### config.mk
export PLATFORM = sky130hd
export DESIGN_NAME = audio_receive
export DESIGN_NICKNAME = d
export VERILOG_FILES = /design/src/rtl/audio_receive.sv
export SDC_FILE = /design/constraint.sdc
export NUM_CORES = 1
export LEC_CHECK = 0
export ABC_AREA = 1
export BUFFER_PORTS_ARGS = -buffer_cell sky130_fd_sc_hd__buf_2
export CAP_MARGIN = 20
export CELL_PAD_IN_SITES_DETAIL_PLACEMENT = 0
export CELL_PAD_IN_SITES_GLOBAL_PLACEMENT = 2
export CORE_UTILIZATION = 37
export CTS_CLUSTER_DIAMETER = 40
export CTS_CLUSTER_SIZE = 14
export DETAILED_ROUTE_END_ITERATION = 6
export GPL_TIMING_DRIVEN = 0
export PLACE_DENSITY_LB_ADDON = 0.3
export SLEW_MARGIN = 25
export SYNTH_ARGS = -nofsm -noshare
export SYNTH_HDL_FRONTEND = slang
export SYNTH_SLANG_ARGS = --single-unit
### constraint.sdc
create_clock -name aud_bclk -period 2.1 [get_ports aud_bclk]
set_clock_uncertainty 0.2 [all_clocks]
set_input_delay 0.42 -clock aud_bclk [delete_from_list [all_inputs] [get_ports aud_bclk]]
set_output_delay 0.42 -clock aud_bclk [all_outputs]
set_load 0.02 [all_outputs]
### src/rtl/audio_receive.sv
// audio_receive: I2S capture for the WM8978 ADC path.
//
// Deserialises aud_adcdat MSB first on rising aud_bclk, assembles a left and
// a right word into a stereo pair and offers it through a valid/ready
// handshake. Words are WL bits (16..32) in 32-bit output registers.
//
// Ports:
//   aud_bclk    in   bit clock, only clock, rising edge
//   sys_rst     in   asynchronous active-low reset
//   aud_lrc     in   channel sync: 0 = left, 1 = right
//   aud_adcdat  in   serial ADC data
//   adc_data_l  out  left sample [WL-1:0], upper bits filled (see below)
//   adc_data_r  out  right sample, same packing
//   adc_valid   out  stereo pair available
//   adc_ready   in   pair accepted when adc_valid && adc_ready
//   rx_done     out  one-cycle pulse per completed channel word
//   frame_err   out  one-cycle pulse when a word is cut short by aud_lrc
//   overrun     out  sticky: a completed pair was dropped (cleared by reset)
//
// Build option AUD_RX_SIGN_EXT_EN: when defined, bits [31:WL] of the output
// samples replicate bit WL-1; otherwise they are zero.

module audio_receive #(
  parameter logic [5:0] WL = 6'd32
) (
  input  logic        aud_bclk,
  input  logic        sys_rst,
  input  logic        aud_lrc,
  input  logic        aud_adcdat,
  output logic [31:0] adc_data_l,
  output logic [31:0] adc_data_r,
  output logic        adc_valid,
  input  logic        adc_ready,
  output logic        rx_done,
  output logic        frame_err,
  output logic        overrun
);

  typedef enum logic {
    CH_LEFT  = 1'b0,
    CH_RIGHT = 1'b1
  } chan_e;

  localparam int unsigned WL_I     = 32'(WL);
  localparam logic [5:0]  CNT_IDLE = 6'd63;

  logic        lrc_d0_q, lrc_d0_d;
  logic [5:0]  rx_cnt_q, rx_cnt_d;
  chan_e       ch_q, ch_d;
  logic [30:0] shift_q, shift_d;
  logic [31:0] left_hold_q, left_hold_d;
  logic        left_held_q, left_held_d;
  logic [31:0] adc_data_l_q, adc_data_l_d;
  logic [31:0] adc_data_r_q, adc_data_r_d;
  logic        adc_valid_q, adc_valid_d;
  logic        rx_done_q, rx_done_d;
  logic        frame_err_q, frame_err_d;
  logic        overrun_q, overrun_d;

  logic        lrc_edge;
  logic [31:0] word;

  // Keep [WL-1:0] of the shifted word and fill the upper bits.
  function automatic logic [31:0] pack_word(input logic [31:0] w);
    logic [31:0] r;
    logic        fill;
`ifdef AUD_RX_SIGN_EXT_EN
    fill = w[WL_I-1];
`else
    fill = 1'b0;
`endif
    r = '0;
    for (int unsigned i = 0; i < 32; i++) begin
      r[i] = (i < WL_I) ? w[i] : fill;
    end
    return r;
  endfunction

  assign lrc_edge = aud_lrc ^ lrc_d0_q;
  assign word     = {shift_q, aud_adcdat};

  always_comb begin
    lrc_d0_d     = aud_lrc;
    rx_cnt_d     = rx_cnt_q;
    ch_d         = ch_q;
    shift_d      = shift_q;
    left_hold_d  = left_hold_q;
    left_held_d  = left_held_q;
    adc_data_l_d = adc_data_l_q;
    adc_data_r_d = adc_data_r_q;
    adc_valid_d  = adc_valid_q;
    rx_done_d    = 1'b0;
    frame_err_d  = 1'b0;
    overrun_d    = overrun_q;

    // Consumer handshake; a pair completing in this same cycle overrides below.
    if (adc_valid_q && adc_ready) begin
      adc_valid_d = 1'b0;
    end

    if (lrc_edge) begin
      // The bit on the sync edge belongs to the I2S one-bit delay slot.
      rx_cnt_d = '0;
      ch_d     = aud_lrc ? CH_RIGHT : CH_LEFT;
      if ((rx_cnt_q != 6'd0) && (rx_cnt_q < WL)) begin
        frame_err_d = 1'b1;
        if (ch_q == CH_LEFT) begin
          left_held_d = 1'b0;
        end
      end
    end else if (rx_cnt_q < WL) begin
      shift_d  = word[30:0];
      rx_cnt_d = rx_cnt_q + 6'd1;
      if (rx_cnt_q == (WL - 6'd1)) begin
        rx_done_d = 1'b1;
        if (ch_q == CH_LEFT) begin
          left_hold_d = pack_word(word);
          left_held_d = 1'b1;
        end else if (left_held_q) begin
          left_held_d = 1'b0;
          if (!adc_valid_q || adc_ready) begin
            adc_data_l_d = left_hold_q;
            adc_data_r_d = pack_word(word);
            adc_valid_d  = 1'b1;
          end else begin
            overrun_d = 1'b1;
          end
        end
      end
    end else if (rx_cnt_q != CNT_IDLE) begin
      rx_cnt_d = rx_cnt_q + 6'd1;
    end
  end

  always_ff @(posedge aud_bclk or negedge sys_rst) begin
    if (!sys_rst) begin
      lrc_d0_q     <= 1'b0;
      rx_cnt_q     <= CNT_IDLE;
      ch_q         <= CH_LEFT;
      shift_q      <= '0;
      left_hold_q  <= '0;
      left_held_q  <= 1'b0;
      adc_data_l_q <= '0;
      adc_data_r_q <= '0;
      adc_valid_q  <= 1'b0;
      rx_done_q    <= 1'b0;
      frame_err_q  <= 1'b0;
      overrun_q    <= 1'b0;
    end else begin
      lrc_d0_q     <= lrc_d0_d;
      rx_cnt_q     <= rx_cnt_d;
      ch_q         <= ch_d;
      shift_q      <= shift_d;
      left_hold_q  <= left_hold_d;
      left_held_q  <= left_held_d;
      adc_data_l_q <= adc_data_l_d;
      adc_data_r_q <= adc_data_r_d;
      adc_valid_q  <= adc_valid_d;
      rx_done_q    <= rx_done_d;
      frame_err_q  <= frame_err_d;
      overrun_q    <= overrun_d;
    end
  end

  assign adc_data_l = adc_data_l_q;
  assign adc_data_r = adc_data_r_q;
  assign adc_valid  = adc_valid_q;
  assign rx_done    = rx_done_q;
  assign frame_err  = frame_err_q;
  assign overrun    = overrun_q;

endmodule

# Word level (Yosys, flattened, before mapping)
# Cells that the tools add are included.
[op_classes]
add_sub_neg = 1
order_cmp = 1
eq_ne = 4
mux = 22
n_bitwise = 4
reduce_logical = 13
[ops]
columns = ["op", "count"]
rows = [
  ["1-bit two-way mux", 19],
  ["6-bit two-way mux", 3],
  ["6-bit AND reduction", 2],
  ["4-bit AND reduction", 2],
  ["6-bit by 1-bit adder with 6-bit output, second input constant", 1],
  ["6-bit by 5-bit == test with 1-bit output, second input constant", 1],
  ["6-bit < comparator, second input constant", 1],
  ["6-bit != test, second input constant", 1],
  ["6-bit nonzero test", 1],
  ["2-bit nonzero test", 2],
  ["1-bit inverter", 3],
  ["3-bit nonzero test", 1],
  ["1-bit logical AND", 2],
  ["2-bit by 1-bit != test with 1-bit output, second input constant", 1],
  ["2-bit != test, second input constant", 1],
  ["2-bit AND reduction", 1],
  ["1-bit logical NOT", 1],
  ["1-bit logical OR", 1],
  ["1-bit bitwise XOR", 1],
]
[totals]
regBits = 140
inputBits = 5
output_inout_bits = 68
elab_cells = 57

# Logic depth before layout (Yosys ltp)
[logic_depth]
depth_word = 8
mapped_depth = 10
mapped_depth_nobuf = 10

# Worst setup path after synthesis
# No wires, ideal clock.
[synth_path]
path_kind = "reg2reg"
start = "reg rx_cnt_q[0]"
end = "reg adc_data_l_q[25] (netlist: adc_data_l[25])"
setup_ns = 0.118
arrival_time_ns = 1.491
required_ns = 1.782
setup_slack_ns = 0.291
stages_incl_launch_ff = 9
n_path_buf = 2
synth_period_minus_slack_ns = 1.809
path_cell_list = "dfstp_2 ha_1 nand3_2 nor2_4 nand3_2 buf_4 clkbuf_8 nand2_1 o21ai_2"
[synth_via]
elab_chain_len = 2
elab_cells_between_ends = 3
classes_between = "order compare (1); eq/ne (1); reduce/logical (1)"
[synth_lines]
columns = ["item", "line_no", "rtl"]
rows = [
  ["from (decl)", "48", "logic [5:0] rx_cnt_q, rx_cnt_d;"],
  ["from (signal assigned)", "151", "rx_cnt_q <= rx_cnt_d;"],
  ["6-bit < comparator / 6-bit by 5-bit == test with 1-bit output (equally long branches)", "111, 114", ""],
  ["6-bit AND reduction (no line) *", "-", ""],
  ["to (signal assigned)", "156", "adc_data_l_q <= adc_data_l_d;"],
  ["to (decl)", "53", "logic [31:0] adc_data_l_q, adc_data_l_d;"],
]
# Every way passes the cells marked *; elsewhere a longest branch is shown, timed or not.
# A chain may end at the register's enable or synchronous reset.

# Worst setup path in the final report
[layout_path]
start = "in aud_lrc"
end = "reg adc_data_l_q[30] (netlist: adc_data_l[30])"
[layout_via]
elab_chain_len = 3
[layout_lines]
columns = ["item", "line_no", "rtl"]
rows = [
  ["from (decl)", "28", "input logic aud_lrc,"],
  ["1-bit bitwise XOR", "79", "assign lrc_edge = aud_lrc ^ lrc_d0_q;"],
  ["1-bit inverter (no line)", "-", ""],
  ["6-bit AND reduction (no line)", "-", ""],
]
# No other way between the ends.

==> results_tabular.tex <==
\begin{tabular}{lr}
\hline
Metric & Value \\
\hline
\multicolumn{2}{l}{\textbf{Logic synthesis}} \\
\quad Distinct cells, synth & 25 \\
\quad Number of synthesized register bits & 140 \\
\quad Cell type with the highest aggregate area in the netlist & dfrtp\_1 \\
\quad Ranking of synthesized cells by area & dfrtp\_1 (59\%), nand2\_1 (9.5\%), o21ai\_2 (8.7\%) \\
\quad Syn Inst Count & 548 \\
\quad Portion of synthesized cell area occupied by the leading cell type & 0.593 \\
\quad Area of the mapped netlist & 5660 um\^{}2 \\
\quad Mapped Avg Cell Area & about 10 um\^{}2 \\
\quad Seq/Total Area, Yosys & 0.621 \\
\quad Net Count, Synth & 555 \\
\quad YS warnings & 0 \\
\multicolumn{2}{l}{\textbf{Power and ir drop}} \\
\quad Switching power share of the total & 0.236 \\
\quad Pleak & 3.28 nW \\
\quad Clock group share of total power & 0.450 \\
\quad Share of power burned in combinational logic & 0.068 \\
\quad Internal Dissipation & 0.00465 W \\
\quad Overall power of the completed layout & $\sim$0.0061 W \\
\quad PwrDens & between 800 and 900 nW/um\^{}2 \\
\quad Worst ir drop on vdd & 0.567 mV \\
\quad Reg power frac & 0.481 \\
\quad Switching power & 0.00144 W \\
\multicolumn{2}{l}{\textbf{Worst setup path}} \\
\quad Critical Path Fanout Max & 10 \\
\quad CP top delay family & buffers and inverters \\
\quad Largest stage delay on the critical path & 0.52 ns \\
\quad Required time at the worst-slack endpoint & 2.20 ns \\
\quad Element type at the critical path end & flop \\
\quad Signal arrival time at the worst endpoint & 2.05 ns \\
\quad Cell-by-cell trace of the critical path & dlygate4sd3\_1 > buf\_2 > inv\_1 > nand2\_2 > nand3\_4 > inv\_2 > nand3\_2 > buf\_4 > clkbuf\_8 > nand2\_1 > o21ai\_1 \\
\quad Kind of start point of the critical path & primary input \\
\quad CP max-delay cell & dlygate4sd3\_1 \\
\quad Worst-case register-to-register setup slack & 0.15 ns \\
\quad Crit path buf inv count & 6 \\
\quad Worst setup path category & primary input to flop \\
\multicolumn{2}{l}{\textbf{Placed design}} \\
\quad Post-placement cell count & roughly 800 \\
\quad Worst setup timing slack at the placement stage & 0.134 ns \\
\quad DPL Wire Length & roughly 8 mm \\
\quad Buffers added on ports & 72 \\
\quad DP Area & between 6000 and 7000 um\^{}2 \\
\quad Routability Congestion & 0.753 \\
\multicolumn{2}{l}{\textbf{Finish}} \\
\quad Layout cell share with drive strength beyond 1 & 0.290 \\
\quad Commonest non-fill, non-tap cells in the layout & nand2\_1 (142), dfrtp\_1 (134), inv\_1 (73), buf\_2 (71), o21ai\_2 (56) \\
\quad Design Area, Final & 6850 um\^{}2 \\
\quad FILL cells & 1440 \\
\quad Layout overhead on the synthesized area & 21.1\% \\
\quad Inserted Diodes & 0 \\
\quad Layout net count & 649 \\
\quad Most common library cell in the layout ignoring fill and taps & nand2\_1 \\
\quad Number of cells in the finished layout apart from fillers & 839 \\
\multicolumn{2}{l}{\textbf{Timing}} \\
\quad Final hold violation count & 0 \\
\quad Measured slew at the worst slew-check pin & between 0.5 and 0.6 ns \\
\quad Total of endpoints with negative setup slack in the final report & 0 \\
\quad Unrepaired setup endpoints after global routing & false \\
\quad Crit path setup slack, layout & 0.146 ns \\
\quad Slew headroom & 0.657 \\
\quad Crit path time final & 1.95 ns \\
\quad Tcrit/Tclk final & 0.930 \\
\quad Final max-slew violation count & 0 \\
\quad Fmax & $\sim$0.51 GHz \\
\multicolumn{2}{l}{\textbf{Clock tree}} \\
\quad H-tree depth & 4 \\
\quad Inserted Clock Buffers & 17 \\
\quad Number of buffers on the longest clock path & 2 \\
\quad TritonCTS clock tree & done \\
\quad Clock sink count & 140 \\
\quad Clock-pin slew of the registers on the worst-case setup and hold paths & 0.05 ns \\
\quad Clock latency of the later-clocked register in the worst-skew pair & between 0.4 and 0.5 ns \\
\quad Master cell of the clock root buffer & clkbuf\_16 \\
\multicolumn{2}{l}{\textbf{Die}} \\
\quad Chip height & 126 um \\
\quad Starting utilization of the core area & 0.385 \\
\quad Width of the die & 126 um \\
\quad Total number of placement rows & 44 \\
\quad Die ar. & 15800 um\^{}2 \\
\quad Core Box Area & 14700 um\^{}2 \\
\quad Boundary Pins & 73 \\
\multicolumn{2}{l}{\textbf{Detailed routing}} \\
\quad Vias post-DR & 3913 \\
\quad Average routed wire per standard cell & 14.0 um \\
\quad Total Routed Length & between 10 and 15 mm \\
\quad Number of design-rule violations left by the first detailed-router iteration & about 220 \\
\quad Remaining antenna violation count & 0 \\
\quad Final routed DRC violation total & 4 \\
\quad Vias per cell & 4.66 \\
\quad Number of detailed-route iterations in the first pass & 6 \\
\multicolumn{2}{l}{\textbf{Job}} \\
\quad Maximum capacitance violations & 0 \\
\multicolumn{2}{l}{\textbf{Global route}} \\
\quad Aggregate global routing overflow & 0 \\
\quad Wire length of the first global-routing pass & 19.8 mm \\
\quad Overall routing resource usage & 0.163 \\
\quad Via count of the first global-routing pass & 3900 \\
\quad Pin count of the biggest net entering global routing & between 70 and 80 \\
\quad Antenna violations before repair & 0 \\
\multicolumn{2}{l}{\textbf{Status}} \\
\quad Violated checks & DRC \\
\quad Status & complete, but fails checks \\
\multicolumn{2}{l}{\textbf{Worst hold path}} \\
\quad Class of the most critical hold timing path & primary input to flop \\
\hline
\end{tabular}
-- timing repair --
action / CTS / global route
hold buffers: 2 / 0
setup buffers: 0 / 0
endpoints found under the setup margin: 0 / 10
endpoints found under the hold margin: 60 / 0
gates resized for setup: 0 / 3
-- cells by family after synthesis --
| family | share of synthesized area |
|---|---|
| xor gates and xnor gates | 0.00155 |
| and+or+nand+nor | 0.120 |
| buffers and inverters | 0.0944 |
| DFF | 0.621 |
| AOI/OAI and AO/OA | 0.159 |
| adders and majority gates | 0.00442 |
-- worst reg2reg max path, stage by stage (launching register included) --
cell,delay [ns]
dfstp_2,0.55
ha_1,0.20
nand3_2,0.15
nor2_4,0.14
nand3_2,0.10
buf_4,0.19
clkbuf_8,0.19
nand2_1,0.07
o21ai_1,0.06
-- synthesized netlist by cell type --
library cell,instances
nor3_1,1
a21oi_1,1
nor2_4,1
inv_2,2
nand2_2,2
a31o_2,1
dfrtp_1,134
nand3_2,2
nor2_1,8
o21ai_1,31
dfstp_2,6
xnor2_1,1
buf_6,17
o21bai_1,1
nand3_4,1
nand4_1,2
clkbuf_1,7
o21ai_2,56
ha_1,2
nand3_1,7
nand2_1,143
clkbuf_8,2
inv_1,73
o21ai_0,46
buf_4,1
-- registers in the layout, summed over array words and instances, names as in the netlist --
signal	cells
frame_err	1
ch_q	1
shift_q	31
left_hold_q	32
rx_cnt_q	6
adc_data_r	32
left_held_q	1
adc_valid	1
overrun	1
rx_done	1
adc_data_l	32
lrc_d0_q	1
-- routing by layer --
metal	GRT usage	up-vias	part of all wire
li1	-	1918	-
met1	0.216	1911	0.48
met2	0.254	67	0.46
met3	0.0421	17	0.038
met4	0.0710	0	0.017
met5	0	-	0
-- final timing paths --
path | start | end | cells past startpoint
max | aud_lrc | adc_data_l[30]$_DFFE_PN0P_ | 11
min | adc_ready | adc_valid$_DFF_PN0_ | 4
max reg2reg | rx_cnt_q[0]$_DFFE_PN1P_ | adc_data_l[30]$_DFFE_PN0P_ | 8
min reg2reg | overrun$_DFFE_PN0P_ | overrun$_DFFE_PN0P_ | 1
max in group asynchronous | sys_rst | shift_q[24]$_DFFE_PN0P_ | 3
min in group asynchronous | sys_rst | adc_data_l[6]$_DFFE_PN0P_ | 2
-- per-stage QoR --
step	setup TNS, ns	hold slack, ns	util
floorplan	0	-0.0756	-
global placement	-212.28	0.254	0.425
detailed placement	0	0.216	0.428
CTS	0	0.0719	0.466
global route	0	0.0872	0.466
finish	0	0.0768	0.466
-- final cells by class --
cell class	instances	area, um^2	area share
flip-flops and latches	140	3510	0.512
well taps	184	230	0.0336
inverters	75	282	0.0411
plain buffers	27	254	0.0371
repair buffers	75	418	0.0610
clock inverters	1	5.00	0.000730
clock buffers	31	538	0.0785
multi-input cells	306	1610	0.236
-- power groups by stage --
stage	logic, W	clock network [W]	registers, W
2_1_floorplan	0.000262	0	0.00296
6_report	0.000417	0.00274	0.00293
3_5_place_dp	0.000423	0	0.00297
3_3_place_gp	0.000407	0	0.00297
4_1_cts	0.000430	0.00281	0.00293
5_1_grt	0.000483	0.00293	0.00295
Note: power is estimated with default switching activity, not from simulation.
